**src/rtl/mem_port_arbiter.sv**
```systemverilog
`timescale 1ns/1ps
// Arbiter sharing one memory between the core's memory port and an external requester.
// Bounded wait for the external side, and a hung memory ends the access with an error.
module mem_port_arbiter #(
  parameter int MAX_CPU_STREAK = 4,
  parameter int TIMEOUT        = 16
) (
  input  logic        clk,
  input  logic        reset,
  input  logic        cpu_req,
  input  logic        cpu_we,
  input  logic [31:0] cpu_addr,
  input  logic [31:0] cpu_wdata,
  output logic [31:0] cpu_rdata,
  output logic        cpu_ack,
  output logic        cpu_err,
  input  logic        ext_req,
  input  logic        ext_we,
  input  logic [31:0] ext_addr,
  input  logic [31:0] ext_wdata,
  output logic [31:0] ext_rdata,
  output logic        ext_ack,
  output logic        ext_err,
  output logic        mem_en,
  output logic        mem_we,
  output logic [31:0] mem_addr,
  output logic [31:0] mem_wdata,
  input  logic [31:0] mem_rdata,
  input  logic        mem_ready
);

  localparam int SW = $clog2(MAX_CPU_STREAK + 1);
  localparam int TW = $clog2(TIMEOUT + 1);
  localparam logic [SW-1:0] STREAK_MAX = SW'(MAX_CPU_STREAK);
  localparam logic [TW-1:0] TMO_LAST   = TW'(TIMEOUT);

  localparam logic [1:0] S_IDLE = 2'd0;
  localparam logic [1:0] S_BUSY = 2'd1;
  localparam logic [1:0] S_DONE = 2'd2;

  logic [1:0]    r_state;
  logic          r_owner;
  logic          r_we;
  logic [31:0]   r_addr;
  logic [31:0]   r_wdata;
  logic [SW-1:0] r_streak;
  logic [TW-1:0] r_tmo;
  logic [31:0]   r_rdata;
  logic          r_err;

  logic w_grant_any;
  logic w_grant_ext;
  logic w_busy;
  logic w_done;

  assign w_grant_any = cpu_req | ext_req;
  // ext wins a tie only once the cpu has used up its streak allowance
  assign w_grant_ext = ext_req & (~cpu_req | (r_streak == STREAK_MAX));

  always_ff @(posedge clk or posedge reset) begin
    if (reset) begin
      r_state  <= S_IDLE;
      r_owner  <= 1'b0;
      r_we     <= 1'b0;
      r_addr   <= '0;
      r_wdata  <= '0;
      r_streak <= '0;
      r_tmo    <= '0;
      r_rdata  <= '0;
      r_err    <= 1'b0;
    end else begin
      case (r_state)
        S_IDLE: begin
          if (w_grant_any) begin
            r_state  <= S_BUSY;
            r_owner  <= w_grant_ext;
            r_we     <= w_grant_ext ? ext_we    : cpu_we;
            r_addr   <= w_grant_ext ? ext_addr  : cpu_addr;
            r_wdata  <= w_grant_ext ? ext_wdata : cpu_wdata;
            r_tmo    <= '0;
            r_streak <= (!w_grant_ext && ext_req) ? r_streak + SW'(1) : '0;
          end
        end
        S_BUSY: begin
          // a ready on the threshold cycle still completes normally
          if (mem_ready) begin
            r_rdata <= r_we ? 32'd0 : mem_rdata;
            r_err   <= 1'b0;
            r_state <= S_DONE;
          end else if (r_tmo == TMO_LAST) begin
            r_rdata <= '0;
            r_err   <= 1'b1;
            r_state <= S_DONE;
          end else begin
            r_tmo <= r_tmo + TW'(1);
          end
        end
        S_DONE: begin
          r_state <= S_IDLE;
          r_tmo   <= '0;
        end
        default: r_state <= S_IDLE;
      endcase
    end
  end

  assign w_busy = (r_state == S_BUSY);
  assign w_done = (r_state == S_DONE);

  assign mem_en    = w_busy;
  assign mem_we    = w_busy & r_we;
  assign mem_addr  = r_addr;
  assign mem_wdata = r_wdata;

  assign cpu_ack   = w_done & ~r_owner;
  assign cpu_err   = cpu_ack & r_err;
  assign cpu_rdata = cpu_ack ? r_rdata : 32'd0;
  assign ext_ack   = w_done & r_owner;
  assign ext_err   = ext_ack & r_err;
  assign ext_rdata = ext_ack ? r_rdata : 32'd0;

endmodule

```
**config.mk**
```make
export PLATFORM = sky130hd
export DESIGN_NAME = mem_port_arbiter
export DESIGN_NICKNAME = d
export VERILOG_FILES = /design/src/rtl/mem_port_arbiter.sv
export SDC_FILE = /design/constraint.sdc
export NUM_CORES = 1
export LEC_CHECK = 0
export BUFFER_PORTS_ARGS = -buffer_cell sky130_fd_sc_hd__buf_4
export CORE_AREA = 4 4 143 111
export DETAILED_ROUTE_END_ITERATION = 10
export DIE_AREA = 0 0 147 115
export PLACE_DENSITY_LB_ADDON = 0.08
export SLEW_MARGIN = 20
export SYNTH_ARGS = -nofsm -noshare
export SYNTH_HDL_FRONTEND = slang
export SYNTH_SLANG_ARGS = --single-unit
```
**constraint.sdc**
```tcl
create_clock -name clk -period 3.2 [get_ports clk]
set_input_delay 0.48 -clock clk [delete_from_list [all_inputs] [get_ports clk]]
set_output_delay 0.48 -clock clk [all_outputs]
set_load 0.1 [all_outputs]
```
# [Yosys cells after proc, flatten, opt, wreduce, memory -nomap -nowiden]
# Index checks and enable logic that the tools add are counted.
[op_classes] addsub=2 n_mul=0 n_div=0 n_lt_le_gt_ge=0 eq_ne=8 shifts=0 n_mux=19 bitwise_logic=10 reduce_logical=9
[op_table] cell="32-bit two-way mux" count=7
[op_table] cell="5-bit two-way mux" count=3
[op_table] cell="5-bit case mux with 3 select lines" count=1
[op_table] cell="1-bit AND" count=6
[op_table] cell="2-bit two-way mux" count=3
[op_table] cell="2-bit inequality test (second input constant)" count=3
[op_table] cell="2-bit AND reduction" count=3
[op_table] cell="5-bit by 1-bit adder with 5-bit output (second input constant)" count=1
[op_table] cell="5-bit == test (second input constant)" count=1
[op_table] cell="2-bit case mux with 2 select lines" count=1
[op_table] cell="4-bit AND reduction" count=1
[op_table] cell="3-bit by 1-bit adder with 3-bit output (second input constant)" count=1
[op_table] cell="3-bit == test (second input constant)" count=1
[op_table] cell="1-bit two-way mux" count=3
[op_table] cell="3-bit two-way mux" count=1
[op_table] cell="3-bit by 2-bit inequality test with 1-bit output (second input constant)" count=1
[op_table] cell="3-bit nonzero test" count=1
[op_table] cell="2-bit by 1-bit == test with 1-bit output (second input constant)" count=1
[op_table] cell="2-bit == test (second input constant)" count=1
[op_table] cell="2-bit zero test" count=1
[op_table] cell="1-bit NOT" count=2
[op_table] cell="1-bit bitwise OR" count=2
[op_table] cell="2-bit nonzero test" count=1
[op_table] cell="1-bit logical AND" count=1
[op_table] cell="1-bit zero test" count=1
[word_totals] regBits=109 latchBits=0 ramBits=0 mem_bits_ro=0 inputBits=167 out_inout_bits=134 wordCells=57 mem_count=0

# [Depth between registers and ports, before layout]
[depth] ltp_word=6 depth_mapped=7 depth_no_buf=5

# [Worst setup path after synthesis]
# No wires, ideal clock.
[synth_path] path_type="reg-to-output" from="register r_state[0]" to="output port ext_rdata[22]" arrival_time_ns=2.689 required_ns=2.720 slack_ns=0.031 stages_incl_launch_ff=5 n_path_buf=2 cell_sequence="dfrtp_1 > buf_6 > and3b_1 > clkbuf_1 > and2_1"
[synth_between] elab_chain_cells=3
[synth_lines] element="start: declaration" line_no="41" source="logic [1:0] r_state;"
[synth_lines] element="start signal: assignment" line_no="62" source="r_state <= S_IDLE;"
[synth_lines] element="start signal: assignment" line_no="75" source="r_state <= S_BUSY;"
[synth_lines] element="start signal: assignment" line_no="89" source="r_state <= S_DONE;"
[synth_lines] element="2-bit == test" line_no="108" source="assign w_done = (r_state == S_DONE);"
[synth_lines] element="1-bit AND" line_no="118" source="assign ext_ack = w_done & r_owner;"
[synth_lines] element="named net ext_ack" line_no="22" source="output logic ext_ack,"
[synth_lines] element="32-bit two-way mux" line_no="120" source="assign ext_rdata = ext_ack ? r_rdata : 32'd0;"
[synth_lines] element="end: declaration" line_no="21" source="output logic [31:0] ext_rdata,"
# The timed path passes the listed nets, and every way through them passes these cells.

# [Final worst setup path]
[layout_path] from="register r_state[0]" to="output port ext_rdata[15]"
[layout_between] elab_chain_cells=3
[layout_lines] element="2-bit == test" line_no="108"
[layout_lines] element="1-bit AND" line_no="118"
[layout_lines] element="32-bit two-way mux" line_no="120"
# No other way between the ends.

==> impl_metrics.yaml <==
flow_run:
  cap_violations: 0
finish:
  area.growth.synth_to_final_pct: 43.89
  final_common_cell: "buf_4"
  n_fill_cell: 1239
  final_layout_size_suffix_gt1_share_pct: 36.82
  diodes: 0
  mostFrequentLayoutCells: "308 x buf_4, 109 x dfrtp_1, 69 x nand3_1"
  final_cells: 1118
  nets: 1085
synthesis:
  synthesis.area_sq_um: 5989
  async_flop_share_pct: 100.0
  synth_cell_type_count: 42
  yosysSeqAreaShare_pct: 45.54
  ys_seq_elements: 109
  synth_edf_count: 0
  avgSynthCellArea_sq_um: 8.953
  synth_nets: 840
  synth_warnings: 0
  ys.flop_type: "dfrtp_1"
  syn-instance-count: 669
setup_path:
  crit_required_ns: 2.72
  worst_setup_path_start_kind: "flop"
  slowest_stage: "dfrtp_1"
  crit_type: "flop to output pin"
  crit_path_cell_trace: "and3b_1 -> buf_4 -> and2_1 -> buf_4"
  cpPeakStageDelay_ns: 0.57
  worstPathArrival_ns: 1.97
  timing.critical_path.buf_inv: 2
  crit_fanout: 34
  r2r-start: "r_state[0]"
  worst-r2r-cell-count: 4
  ff2ff_setup_slack_ns: 1.13
  timing.critical_path.mode_cell: "buf_4"
  end_kind: "output pin"
  critical_path.top_delay_family: "flip-flops"
  r2r-end: "mem_wdata[31]"
drt:
  wl_mm: 20.62
  remaining_drc_errors: 0
  drt-wirelength-per-cell_um: 18.44
  vias_per_cell: 5.564
  ant_nets: 0
  vias: 6220
  drt_iter0_drc: 457
  first_pass_iters: 5
clocking:
  cts_tree: "yes"
  ctsRootBufferMaster: "clkbuf_16"
  clkLatencyLatePin_ns: 0.35
  cts_buffer_depth: 2
  cts_hold_buf: 0
  clkTransAtPathRegs_ns: 0.07
  htreeDepth: 3
  post_cts_resized: 0
  numCtsBuffers: 9
  cts.sinks: 109
  post_cts_buffers: 0
timing:
  skew_ns: 0.008468
  timing.final.crit_share_pct: 76.44
  fin_crit_ns: 2.446
  tns_ns: 0
  max_slew_margin_pct: 44.59
  tightest_slew_ns: 0.8294
  drv_slew: 0
  setup_viol: 0
  hold_viol: 0
  grt_setup_unrepaired: "no"
  timing.fmax_mhz: 408.8
placement:
  dpl.hpwl_mm: 14.82
  gp_congestion: 0.8302
  placed_cells: 1103
  port_buffers: 300
pwr:
  p_leak_nw: 4.017
  power_w: 0.009870
  peakVddDrop_uv: 669.6
  p_per_area_nw_per_um2: 1145
die:
  ios: 301
  die_h_um: 115
  core_sq_um: 14310
  dieArea_sq_um: 16910
  die_w_um: 147
  initial_core_util_pct: 41.85
  std_cell_rows: 38
hold_path:
  hold_class: "primary input to async pin"
outcome:
  status: "finished, final reports clean"
global_routing:
  grt_use_total_pct: 23.81
  antenna_found_initial: 0
  grt_max_degree: 77
  grt_pass1_wl_mm: 32.80
  grt_pass1_vias: 6177
  grt_remaining_overflow: 0
## worst reg2reg max path, stage by stage (launching register included)
cell and delay, ns:
dfrtp_1 0.68, or2_2 0.62, buf_4 0.41, o21ai_0 0.16, o211ai_1 0.12
## Yosys cell counts, types with 2 or more instances
library cell / count / area, sq um
clkbuf_2: 3 / 15.01
and2_1: 67 / 419.2
clkbuf_1: 50 / 187.7
dfrtp_1: 109 / 2728
inv_1: 39 / 146.4
o21ai_1: 7 / 35.03
o211ai_1: 65 / 488.0
o221ai_1: 2 / 17.52
nand4_1: 65 / 406.6
nand3_1: 69 / 345.3
nor2_1: 2 / 7.510
o21ai_0: 65 / 325.3
or3_1: 2 / 12.51
nand4b_1: 2 / 17.52
buf_1: 6 / 22.52
buf_2: 14 / 70.07
buf_6: 5 / 56.30
buf_4: 2 / 15.01
ha_1: 4 / 50.05
nand2_1: 36 / 135.1
mux2i_1: 3 / 30.03
o32ai_1: 32 / 280.3
## per-layer routing
metal	vias to the layer above	global-route usage (%)	share of wire [%]
met5	-	0	0
met4	0	8.504	2.9
met3	46	7.013	8.5
met2	277	38.48	49
met1	2971	30.84	40
li1	2926	-	-
## power breakdown
group / switching, W / internal (W) / leakage, nW
logic: 0.00491 / 0.00138 / 2.51
clock network: 0.000480 / 0.000647 / 0.143
registers: 0.000433 / 0.00202 / 1.37
## through the flow
stage	worst slack [ns]	utilization, %	hold slack (ns)	cell area, sq um
after global placement	1.137	58.17	0.4873	8324
final	0.7540	60.22	0.2830	8618
after floorplan	0.03138	-	0.4656	5993
after detailed placement	1.085	58.17	0.4922	8324
after CTS	0.7369	60.22	0.3016	8618
after global routing	0.6438	60.22	0.3457	8618
## logic make-up (layout without fill, tap and decap cells)
kind of cell,after synthesis,after routing,share of synthesized area (%)
AOI/OAI and AO/OA,178,178,20.12
adders and majority gates,4,4,0.8356
buffers and inverters,120,369,8.627
DFF,109,109,45.54
muxes,3,3,0.5014
and+or+nand+nor,255,255,24.38
## flip-flops by register name, indices dropped and copies added (netlist names)
name,count
r_owner,1
r_tmo,5
mem_wdata,32
mem_addr,32
r_state,2
r_err,1
r_we,1
r_rdata,32
r_streak,3
## worst max-delay path by stage
| stage | startpoint | cells after the start | slack (ns) | end |
|---|---|---|---|---|
| 2_1_floorplan | r_state[0] | 4 | 0.03 | ext_rdata[22] |
| 3_3_place_gp | ext_req | 5 | 1.14 | mem_wdata[12] |
| 3_5_place_dp | ext_req | 5 | 1.09 | mem_wdata[31] |
| 4_1_cts | r_state[0] | 4 | 0.74 | ext_rdata[15] |
| 5_1_grt | r_state[0] | 4 | 0.64 | ext_rdata[10] |
| 6_report | r_state[0] | 4 | 0.75 | ext_rdata[15] |
## cell type report
| cell class | instances | area [sq um] | share of cell area (%) |
|---|---|---|---|
| repair buffers | 314 | 2432 | 28.22 |
| well taps | 200 | 250.2 | 2.904 |
| inverters | 40 | 153.9 | 1.786 |
| flip-flops and latches | 109 | 2728 | 31.65 |
| multi-input cells | 440 | 2760 | 32.03 |
| clock buffers | 14 | 264.0 | 3.063 |
| clock inverters | 1 | 30.03 | 0.3484 |
Note: power is estimated with default switching activity, not from simulation.
